## config.mk

```make
export PLATFORM = sky130hd
export DESIGN_NAME = bfp_frame_ctrl_flat
export DESIGN_NICKNAME = d
export VERILOG_FILES = /design/src/rtl/bfp_frame_ctrl_if.sv /design/src/rtl/bfp_frame_ctrl.sv /design/src/flat_wrapper.sv
export SDC_FILE = /design/constraint.sdc
export NUM_CORES = 2
export LEC_CHECK = 0
export CORE_MARGIN = 2
export CORE_UTILIZATION = 30
export CTS_BUF_LIST = sky130_fd_sc_hd__clkbuf_2
export DETAILED_ROUTE_END_ITERATION = 6
export PLACE_DENSITY_LB_ADDON = 0.08
export SLEW_MARGIN = 40
export SYNTH_ARGS = -nofsm -noshare
export SYNTH_HDL_FRONTEND = slang
export SYNTH_SLANG_ARGS = --single-unit
export TNS_END_PERCENT = 1
```

## constraint.sdc

```tcl
create_clock -name clk -period 2.4 [get_ports clk]
set_input_delay 0.24 -clock clk [delete_from_list [all_inputs] [get_ports clk]]
set_output_delay 0.24 -clock clk [all_outputs]
set_load 0.02 [all_outputs]
```

## src/rtl/bfp_frame_ctrl_if.sv

```systemverilog
// Stream and buffer-control bundle for bfp_frame_ctrl.
// The master side is the upstream source together with the buffer and shift-stage consumer.
// The slave side is the frame controller itself.
interface bfp_frame_ctrl_if #(
    parameter int ADDR_W     = 5,
    parameter int I_WIDTH    = 23,
    parameter int DATA_WIDTH = 16
);
    logic                                  in_valid;
    logic                                  in_ready;
    logic [DATA_WIDTH-1:0][I_WIDTH-1:0]    din_re;
    logic [DATA_WIDTH-1:0][I_WIDTH-1:0]    din_im;
    logic                                  wr_en;
    logic [ADDR_W-1:0]                     wr_addr;
    logic                                  rd_en;
    logic [ADDR_W-1:0]                     rd_addr;
    logic [4:0]                            min_cnt;
    logic                                  out_valid;
    logic                                  out_last;

    modport master (
        output in_valid, din_re, din_im,
        input  in_ready, wr_en, wr_addr, rd_en, rd_addr, min_cnt, out_valid, out_last
    );

    modport slave (
        input  in_valid, din_re, din_im,
        output in_ready, wr_en, wr_addr, rd_en, rd_addr, min_cnt, out_valid, out_last
    );
endinterface

```

## src/rtl/bfp_frame_ctrl.sv

```systemverilog
// Block-floating-point frame controller.
// It fills one frame of complex vectors into the external stage buffer and tracks
// the frame-wide minimum redundant-sign-bit count. It then drains the frame back in
// order while holding that count steady on min_cnt.
// Optional feature macro: BFP_EXP_ACC_EN adds the exponent accumulator (exp_acc, exp_clr).
module bfp_frame_ctrl #(
    parameter int FRAME_VECS = 32,
    parameter int ADDR_W     = 5,
    parameter int I_WIDTH    = 23,
    parameter int DATA_WIDTH = 16,
    parameter int LENGTH     = 12
) (
    input  logic                clk,
    input  logic                rstn,
    bfp_frame_ctrl_if.slave     bus,
    input  logic                exp_clr,
    output logic signed [5:0]   frame_exp,
    output logic signed [9:0]   exp_acc,
    output logic                busy
);

    typedef enum logic [1:0] {IDLE, FILL, DRAIN} state_t;

    localparam logic [ADDR_W-1:0] LAST_ADDR = ADDR_W'(FRAME_VECS - 1);
    localparam logic signed [5:0] LEN_S     = 6'(LENGTH);

    state_t            state;
    logic [ADDR_W-1:0] vec_cnt;
    logic [ADDR_W-1:0] rd_addr_q;
    logic [4:0]        scan_min;
    logic [4:0]        min_cnt_q;
    logic [4:0]        beat_min;
    logic [4:0]        next_min;
    logic              accept;
    logic              rd_last;
    logic              valid_d1;
    logic              last_d1;
    logic              out_valid_q;
    logic              out_last_q;

    // Count the bits directly below the MSB that repeat the sign bit.
    function automatic logic [4:0] lead_sign(input logic [I_WIDTH-1:0] x);
        logic [4:0] cnt;
        logic       run;
        cnt = '0;
        run = 1'b1;
        for (int i = I_WIDTH - 2; i >= 0; i--) begin
            if (run && (x[i] == x[I_WIDTH-1]))
                cnt = cnt + 5'd1;
            else
                run = 1'b0;
        end
        return cnt;
    endfunction

    assign accept       = bus.in_valid && (state != DRAIN);
    assign bus.in_ready = (state != DRAIN);
    assign bus.wr_en    = accept;
    assign bus.wr_addr  = vec_cnt;
    assign bus.rd_en    = (state == DRAIN);
    assign bus.rd_addr  = rd_addr_q;
    assign bus.min_cnt  = min_cnt_q;
    assign bus.out_valid = out_valid_q;
    assign bus.out_last  = out_last_q;
    assign busy         = (state != IDLE);
    assign rd_last      = (state == DRAIN) && (rd_addr_q == LAST_ADDR);

    // Minimum sign count over every re/im sample of the beat, then merge with the running frame minimum.
    // The first beat of a frame (taken in IDLE) seeds the running minimum on its own.
    always_comb begin
        beat_min = 5'd31;
        for (int l = 0; l < DATA_WIDTH; l++) begin
            if (lead_sign(bus.din_re[l]) < beat_min) beat_min = lead_sign(bus.din_re[l]);
            if (lead_sign(bus.din_im[l]) < beat_min) beat_min = lead_sign(bus.din_im[l]);
        end
        if (state == IDLE)
            next_min = beat_min;
        else
            next_min = (beat_min < scan_min) ? beat_min : scan_min;
    end

    // Frame sequencing: fill addresses on accepted beats, latch min_cnt/frame_exp on the last beat, then drain.
    always_ff @(posedge clk or negedge rstn) begin
        if (!rstn) begin
            state     <= IDLE;
            vec_cnt   <= '0;
            rd_addr_q <= '0;
            scan_min  <= 5'd31;
            min_cnt_q <= '0;
            frame_exp <= '0;
        end else begin
            case (state)
                IDLE: begin
                    if (accept) begin
                        scan_min <= next_min;
                        vec_cnt  <= ADDR_W'(1);
                        state    <= FILL;
                    end
                end
                FILL: begin
                    if (accept) begin
                        scan_min <= next_min;
                        if (vec_cnt == LAST_ADDR) begin
                            vec_cnt   <= '0;
                            min_cnt_q <= next_min;
                            frame_exp <= LEN_S - $signed({1'b0, next_min});
                            state     <= DRAIN;
                        end else begin
                            vec_cnt <= vec_cnt + ADDR_W'(1);
                        end
                    end
                end
                DRAIN: begin
                    if (rd_addr_q == LAST_ADDR) begin
                        rd_addr_q <= '0;
                        state     <= IDLE;
                    end else begin
                        rd_addr_q <= rd_addr_q + ADDR_W'(1);
                    end
                end
                default: state <= IDLE;
            endcase
        end
    end

    // Two-stage delay so valid/last line up with the buffer read plus the shift-stage register.
    always_ff @(posedge clk or negedge rstn) begin
        if (!rstn) begin
            valid_d1    <= 1'b0;
            last_d1     <= 1'b0;
            out_valid_q <= 1'b0;
            out_last_q  <= 1'b0;
        end else begin
            valid_d1    <= bus.rd_en;
            last_d1     <= rd_last;
            out_valid_q <= valid_d1;
            out_last_q  <= last_d1;
        end
    end

`ifdef BFP_EXP_ACC_EN
    // Accumulate the frame exponent as the frame's last output leaves; a clear in that cycle takes priority.
    always_ff @(posedge clk or negedge rstn) begin
        if (!rstn)
            exp_acc <= '0;
        else if (exp_clr)
            exp_acc <= '0;
        else if (out_last_q)
            exp_acc <= exp_acc + $signed({{4{frame_exp[5]}}, frame_exp});
    end
`else
    logic unused_exp_clr;
    assign unused_exp_clr = exp_clr;
    assign exp_acc        = '0;
`endif

endmodule

```

## src/flat_wrapper.sv

```systemverilog
// flat-port wrapper written by rule: the top's interface ports become plain ports
module bfp_frame_ctrl_flat 
#(
    parameter int FRAME_VECS = 32,
    parameter int ADDR_W     = 5,
    parameter int I_WIDTH    = 23,
    parameter int DATA_WIDTH = 16,
    parameter int LENGTH     = 12
)
  (clk, rstn, exp_clr, frame_exp, exp_acc, busy, bus_in_valid, bus_din_re, bus_din_im, bus_in_ready, bus_wr_en, bus_wr_addr, bus_rd_en, bus_rd_addr, bus_min_cnt, bus_out_valid, bus_out_last);
  bfp_frame_ctrl_if #(.ADDR_W(ADDR_W), .I_WIDTH(I_WIDTH), .DATA_WIDTH(DATA_WIDTH)) bus_i ();
  input  logic clk;
  input  logic rstn;
  input  logic exp_clr;
  output logic signed [5:0] frame_exp;
  output logic signed [9:0] exp_acc;
  output logic busy;
  input wire logic [$bits(bus_i.in_valid)-1:0] bus_in_valid;
  input wire logic [$bits(bus_i.din_re)-1:0] bus_din_re;
  input wire logic [$bits(bus_i.din_im)-1:0] bus_din_im;
  output wire logic [$bits(bus_i.in_ready)-1:0] bus_in_ready;
  output wire logic [$bits(bus_i.wr_en)-1:0] bus_wr_en;
  output wire logic [$bits(bus_i.wr_addr)-1:0] bus_wr_addr;
  output wire logic [$bits(bus_i.rd_en)-1:0] bus_rd_en;
  output wire logic [$bits(bus_i.rd_addr)-1:0] bus_rd_addr;
  output wire logic [$bits(bus_i.min_cnt)-1:0] bus_min_cnt;
  output wire logic [$bits(bus_i.out_valid)-1:0] bus_out_valid;
  output wire logic [$bits(bus_i.out_last)-1:0] bus_out_last;
  assign bus_i.in_valid = bus_in_valid;
  assign bus_i.din_re = bus_din_re;
  assign bus_i.din_im = bus_din_im;
  assign bus_in_ready = bus_i.in_ready;
  assign bus_wr_en = bus_i.wr_en;
  assign bus_wr_addr = bus_i.wr_addr;
  assign bus_rd_en = bus_i.rd_en;
  assign bus_rd_addr = bus_i.rd_addr;
  assign bus_min_cnt = bus_i.min_cnt;
  assign bus_out_valid = bus_i.out_valid;
  assign bus_out_last = bus_i.out_last;
  bfp_frame_ctrl #(.FRAME_VECS(FRAME_VECS), .ADDR_W(ADDR_W), .I_WIDTH(I_WIDTH), .DATA_WIDTH(DATA_WIDTH), .LENGTH(LENGTH)) u_core (.clk(clk), .rstn(rstn), .bus(bus_i), .exp_clr(exp_clr), .frame_exp(frame_exp), .exp_acc(exp_acc), .busy(busy));
endmodule
```

**After elaboration in Yosys (flattened, before gate mapping)**

Cells that the tools add are included.
W data, S select, Z words.

- Register bits: 32
- Bits of input ports: 740
- Output and inout bits: 37
- Logic and storage cells: 7,533

- Add/sub/neg operators: 1,347
- $lt $le $gt $ge: 33
- Equal/unequal tests: 713
- Muxes and demuxes: 4,076
- Reduce and logical (&&, ||, !) cells: 1,354

Operators by type and width:

| kind | number |
|---|---|
| $mux W5 | 2,054 |
| $add A5 B1 Y5 const B | 1,314 |
| $mux W1 | 2,016 |
| $logic_and A1 B1 Y1 | 1,346 |
| $eq A1 B1 Y1 | 704 |
| $lt A5 B5 Y1 | 32 |
| $add A1 B1 Y2 const B | 32 |
| $eq A5 B5 Y1 const B | 2 |
| $pmux W5 S2 | 1 |
| $mux W2 | 4 |
| $ne A2 B2 Y1 const B | 4 |
| $pmux W2 S3 | 1 |
| $reduce_and A3 Y1 | 2 |
| $sub A4 B5 Y6 const A | 1 |
| $lt A5 B5 Y1 const B | 1 |
| $reduce_and A4 Y1 | 1 |
| $reduce_bool A2 Y1 | 2 |
| $eq A2 B1 Y1 const B | 1 |
| $eq A2 B2 Y1 const B | 1 |
| $logic_not A2 Y1 | 1 |
| $ne A2 B1 Y1 const B | 1 |
| $reduce_and A2 Y1 | 1 |
| $reduce_or A2 Y1 | 1 |

**Logic depth before layout (Yosys ltp)**

- Word-level depth: 2,128
- Depth in mapped cells: 292
- Gate-level depth less buffers: 282

**Worst setup path before layout**

No wires, ideal clock.

- Path kind: in2reg
- From: input port bus_din_im[22]
- To: register u_core.frame_exp[5]
- Setup time: 0.118 ns
- Arrival: 50.912 ns
- Required time: 2.282 ns
- Path slack: -48.630 ns
- Cell stages on the path: 268
- Path buffers: 9
- Cells stage by stage: buf_4 -> buf_4 -> clkbuf_1 -> clkbuf_1 -> nand2_1 -> a21oi_1 -> o21bai_1 -> ha_1 -> a21oi_1 -> a21oi_1 -> ha_1 -> a21o_1 -> ha_1 -> inv_1 -> a21o_1 -> a21oi_1 -> ha_1 -> mux2_2 -> [... 232 more ...] -> nor2b_1 -> o21ai_0 -> nand2b_1 -> a41oi_1 -> a311oi_2 -> inv_2 -> o22ai_2 -> mux2_4 -> ha_1 -> a21o_1 -> a21o_1 -> a21oi_1 -> o21ai_0 -> a21oi_4 -> mux2i_1 -> a211o_1 -> a21oi_1 -> a21o_1

- Cells in the longest elaborated chain, start to end: 130
- Elaborated cells between the ends (all ways): 298
- Classes of those cells: 43 x add/sub; 32 x order compare; 22 x eq/ne; 159 x mux; 42 x reduce/logical

RTL lines:

| element | line | text |
|---|---|---|
| start, declared | flat_wrapper.sv:20 | `input wire logic [$bits(bus_i.din_im)-1:0] bus_din_im;` |
| $eq A1 B1 Y1 | bfp_frame_ctrl.sv:48 | `if (run && (x[i] == x[I_WIDTH-1]))` |
| $mux W1 | bfp_frame_ctrl.sv:48 |  |
| $mux W5 or $mux W1 (tied branches) | bfp_frame_ctrl.sv:74 | `if (lead_sign(bus.din_im[l]) < beat_min) beat_min = lead_sign(bus.din_im[l]);` |
| $add A5 B1 Y5 or $logic_and A1 B1 Y1 (tied branches) | bfp_frame_ctrl.sv:49, bfp_frame_ctrl.sv:48 |  |
| $mux W5 or $mux W1 (tied branches) | bfp_frame_ctrl.sv:48 |  |
| $mux W5 or $mux W1 (tied branches) | bfp_frame_ctrl.sv:74 |  |
| $add A5 B1 Y5 or $logic_and A1 B1 Y1 (tied branches) | bfp_frame_ctrl.sv:49, bfp_frame_ctrl.sv:48 |  |
| $mux W5 or $mux W1 (tied branches) | bfp_frame_ctrl.sv:48 |  |
| [... 114 more ...] | -- |  |
| $lt A5 B5 Y1 | bfp_frame_ctrl.sv:73 | `if (lead_sign(bus.din_re[l]) < beat_min) beat_min = lead_sign(bus.din_re[l]);` |
| $mux W5 * | bfp_frame_ctrl.sv:73 |  |
| $lt A5 B5 Y1 | bfp_frame_ctrl.sv:74 |  |
| $mux W5 * | bfp_frame_ctrl.sv:74 |  |
| $lt A5 B5 Y1 | bfp_frame_ctrl.sv:79 | `next_min = (beat_min < scan_min) ? beat_min : scan_min;` |
| $mux W5 | bfp_frame_ctrl.sv:79 |  |
| $mux W5 * | bfp_frame_ctrl.sv:76 | `if (state == IDLE)` |
| $sub A4 B5 Y6 * | bfp_frame_ctrl.sv:106 | `frame_exp <= LEN_S - $signed({1'b0, next_min});` |
| end signal, assigned | bfp_frame_ctrl.sv:106 |  |
| end, declared | bfp_frame_ctrl.sv:17 | `output logic signed [5:0] frame_exp,` |

Mark *: on every way between the ends. The rest lies on a longest branch, timed or not. The select of a mux whose other input is x is not followed.
A chain may end at the register's enable or synchronous reset.

**Worst setup path after layout**

- From: input port bus_din_im[19]
- To: register u_core.frame_exp[5]

- Cells in the longest elaborated chain, start to end: 125
- Elaborated cells between the ends (all ways): 261
- Classes of those cells: 39 x add/sub; 32 x order compare; 1 x eq/ne; 149 x mux; 40 x reduce/logical

RTL lines:

| element | line |
|---|---|
| $eq A1 B1 Y1 * | bfp_frame_ctrl.sv:48 |
| $logic_and A1 B1 Y1 | bfp_frame_ctrl.sv:48 |
| $mux W5 or $mux W1 (tied branches) | bfp_frame_ctrl.sv:48 |
| $mux W5 or $mux W1 (tied branches) | bfp_frame_ctrl.sv:74 |
| $add A5 B1 Y5 or $logic_and A1 B1 Y1 (tied branches) | bfp_frame_ctrl.sv:49, bfp_frame_ctrl.sv:48 |
| $mux W5 or $mux W1 (tied branches) | bfp_frame_ctrl.sv:48 |
| $mux W5 or $mux W1 (tied branches) | bfp_frame_ctrl.sv:74 |
| $add A5 B1 Y5 or $logic_and A1 B1 Y1 (tied branches) | bfp_frame_ctrl.sv:49, bfp_frame_ctrl.sv:48 |
| [... 109 more ...] | -- |
| $lt A5 B5 Y1 | bfp_frame_ctrl.sv:73 |
| $mux W5 * | bfp_frame_ctrl.sv:73 |
| $lt A5 B5 Y1 | bfp_frame_ctrl.sv:74 |
| $mux W5 * | bfp_frame_ctrl.sv:74 |
| $lt A5 B5 Y1 | bfp_frame_ctrl.sv:79 |
| $mux W5 | bfp_frame_ctrl.sv:79 |
| $mux W5 * | bfp_frame_ctrl.sv:76 |
| $sub A4 B5 Y6 * | bfp_frame_ctrl.sv:106 |

Marked as above.

==> out/qor.csv <==
metric,value,unit
number of standard cells in the final layout excluding fillers,17900,
crit end category,flip-flop,
die boundary height,478,um
Overall Power,181,mW
violated checks,setup timing,
Final nets,16200,
worst rel slew slack,0.507,
Detail Placement HPWL,219000,um
Crit Path Category,input pin to flip-flop,
sw frac,0.430,
worst-case vdd ir drop,4240,uV
register bit total from synthesis,31,
Post-Route Setup TNS,-651510,ps
maximum number of pins on one net before global-route repair,47,
top achievable clock speed,21.7,MHz
die footprint,228000,um^2
placer's final routability congestion estimate,0.919,
fin crit period,46030,ps
Total Routed Length,249000,um
source-to-sink clock delay at the later pin of the worst-skew pair,380,ps
length of the first detailed-routing pass in iterations,5,
number of warnings printed during yosys synthesis,0,
initial standard-cell utilization of the core,0.303,
Post-synth EDFFs,0,
cell area reported after detailed placement,107000,um^2
crit path DAT,46300,ps
wire length of the first global-routing pass,405000,um
routed vias,86400,
routed vias/inst,4.84,
Clock Root Buffer,sky130_fd_sc_hd__clkbuf_2,
placed cell count,17600,
maximum buffer depth of the clock tree,2,
GRT Total Usage,0.206,
"slowest stage cell, crit path",sky130_fd_sc_hd__or3_4,
fraction of power consumed by the clock network,0.002,
Most used DFF post-synth,sky130_fd_sc_hd__dfrtp_1,
detailed-route DRC error count,0,
Overflow after GRT,0,
Worst Tran Pin Value,734,ps
final antenna-violating net count,0,
status,"finished, violations left",
path class of the lowest-slack min-delay path,input pin to async pin,
Die Span X,478,um
Post-Place Setup Slack,-47610,ps
via count of the first global-routing pass,85000,
antenna violations before repair,85,
Final setup viols,15,
clock sink count,31,
buffers and inverters on the worst path,71,
area inside the core boundary,223000,um^2
cells taking the most area after synthesis,"sky130_fd_sc_hd__xnor2_1 13%, sky130_fd_sc_hd__ha_1 12%, sky130_fd_sc_hd__nand2_1 7.7%",
internal power contribution,103,mW
total count of max-transition violations in the final report,0,
cell type group with the largest total delay on the critical path,compound AO/OA/AOI/OAI gates,
Max Cap Violations,0,
P per Cell Area,1630,nW/um^2
Worst Slack Setup Final,-43630,ps
area fraction of the dominant cell type after synthesis,0.128,
power share of the sequential group,0.004,
Comb pwr share,0.994,
total net switching power,77.7,mW
most area-hungry cell type in the Yosys netlist,sky130_fd_sc_hd__xnor2_1,
count of mapped cells out of synthesis,10200,
Port Buf Inserts,765,
Avg Synthesized Cell Area,6.62,um^2
setup repair after global routing missed its margin,yes,
largest stage delay on the critical path,410,ps
part of the cycle the worst path needs,19.2,
crit start category,input pin,
leakage power of the design,51.3,nW
worst hold margin,231,ps
Clock Pin Slew Worst Setup and Hold Paths,170,ps
fraction of layout instances using a drive strength above 1,0.338,
Finished Cell Area,111000,um^2
required time of the critical path,2680,ps
Area Growth Syn to Fin,64.2,%
final setup skew,17.6,ps
Unique masters post-synth,138,
number of CTS-inserted buffers,5,
drt first-iter violations,3297,
number of placed I/O pins,777,
FP Rows,173,
Max H-tree Level,2,
cell seen most often among critical-path stages,sky130_fd_sc_hd__buf_4,
Routed wire per std cell,14.0,um
Synth async-reset ratio,1.00,
Fin. Hold Viols,0,
highest net fanout along the worst path,5,
post-synthesis instance area,67400,um^2
CTS tree,yes,
fraction of the yosys area taken by sequential cells,0.0116,
core utilization of the finished layout,0.497,
## state kept, by name, summed over array words and instances, names as in the netlist
signal,flops
u_core.bus.out_last,1
u_core.last_d1,1
u_core.bus.rd_addr,5
u_core.bus.min_cnt,5
u_core.valid_d1,1
u_core.scan_min,5
u_core.bus.wr_addr,5
u_core.state,2
u_core.frame_exp,5
u_core.bus.out_valid,1
## power by group through the flow
stage / logic (mW) / clock network [mW] / registers [mW]
after detailed placement: 120 / 0 / 0.804
after global routing: 180 / 0.403 / 0.833
final: 180 / 0.360 / 0.774
after CTS: 162 / 0.375 / 0.766
after global placement: 121 / 0 / 0.802
after floorplan: 70.3 / 0 / 0.887
## layer usage
layer | GRT usage | share of wire | vias to the layer above
met5 | 0 | 0.0017 | -
met2 | 0.383 | 0.50 | 1017
li1 | - | - | 45500
met1 | 0.253 | 0.45 | 39500
met3 | 0.0189 | 0.032 | 267
met4 | 0.0479 | 0.020 | 64
## kinds of logic after synthesis
kind of cell	count (synthesis)	synth area share
adder cells (fa/ha/maj)	820	0.146
AO/OA/AOI/OAI	2132	0.202
flip-flops	31	0.0116
buffers and inverters	755	0.0438
XOR/XNOR	1441	0.191
AND/OR/NAND/NOR	4446	0.314
multiplexers	558	0.0906
other	1	0.0000556
## cells in the mapped netlist, drive strengths merged (79+ instances only)
| cell type | number |
|---|---|
| a21o | 93 |
| nor2b | 88 |
| mux2 | 385 |
| nand2b | 167 |
| xnor2 | 982 |
| nand3 | 518 |
| inv | 490 |
| nor2 | 1015 |
| o21ai | 647 |
| ha | 657 |
| o21a | 90 |
| a21boi | 106 |
| and3 | 171 |
| nor3 | 247 |
| nand2 | 1389 |
| mux2i | 173 |
| or3 | 215 |
| or2 | 155 |
| and2 | 207 |
| a21oi | 523 |
| clkbuf | 189 |
| maj3 | 163 |
| o22ai | 79 |
| xor2 | 440 |
## area by class of cell
| type | count | area [um^2] |
|---|---|---|
| Timing Repair Buffer | 4902 | 38800 |
| Sequential cell | 31 | 782 |
| Fill cell | 22200 | 112000 |
| Multi-Input combinational cell | 9407 | 65400 |
| Inverter | 490 | 1840 |
| Tap cell | 2975 | 3720 |
| Clock inverter | 3 | 38.8 |
| Antenna cell | 44 | 110 |
| Clock buffer | 5 | 25.0 |
## path summary, 6_finish.rpt
path | startpoint | slack, ps | cells past startpoint | to
hold reg to reg | u_core.valid_d1 | 370 | 0 | u_core.bus.out_valid
hold / removal | rstn | 230 | 2 | u_core.last_d1
setup / recovery | bus_din_im[19] | -43630 | 285 | u_core.frame_exp[5]
min in group clk | u_core.valid_d1 | 370 | 0 | u_core.bus.out_valid
setup reg to reg | u_core.scan_min[2] | -170 | 14 | u_core.frame_exp[5]
max in group asynchronous | rstn | 1810 | 2 | u_core.scan_min[3]
## cell usage in the layout, fill, tap and decap left out, drive strengths merged, types with 52 or more instances in the layout
cell type / instances
xnor2: 982
nor3b: 52
nor3: 247
o31ai: 54
buf: 4147
nor2: 1015
a31oi: 76
clkdlybuf4s50: 750
maj3: 163
o22ai: 79
mux2i: 173
o211ai: 56
or2: 155
o21ai: 647
a21o: 93
a21boi: 106
nand4: 75
o21a: 90
or3: 215
xor2: 440
a21oi: 523
a211oi: 56
nand2: 1389
and2: 207
inv: 490
nand2b: 167
nand3: 518
ha: 657
nor2b: 88
mux2: 385
and3: 171
## what timing repair did
| item | 4_1_cts | 5_1_grt |
|---|---|---|
| resized for setup | 208 | 106 |
| hold buffers | 0 | 0 |
| setup buffers | 177 | 44 |
| endpoints found under the setup margin | 15 | 17 |
| pin swaps | 196 | 160 |
| hold endpoints to repair | 0 | 0 |
(Power assumes the default switching activity.)
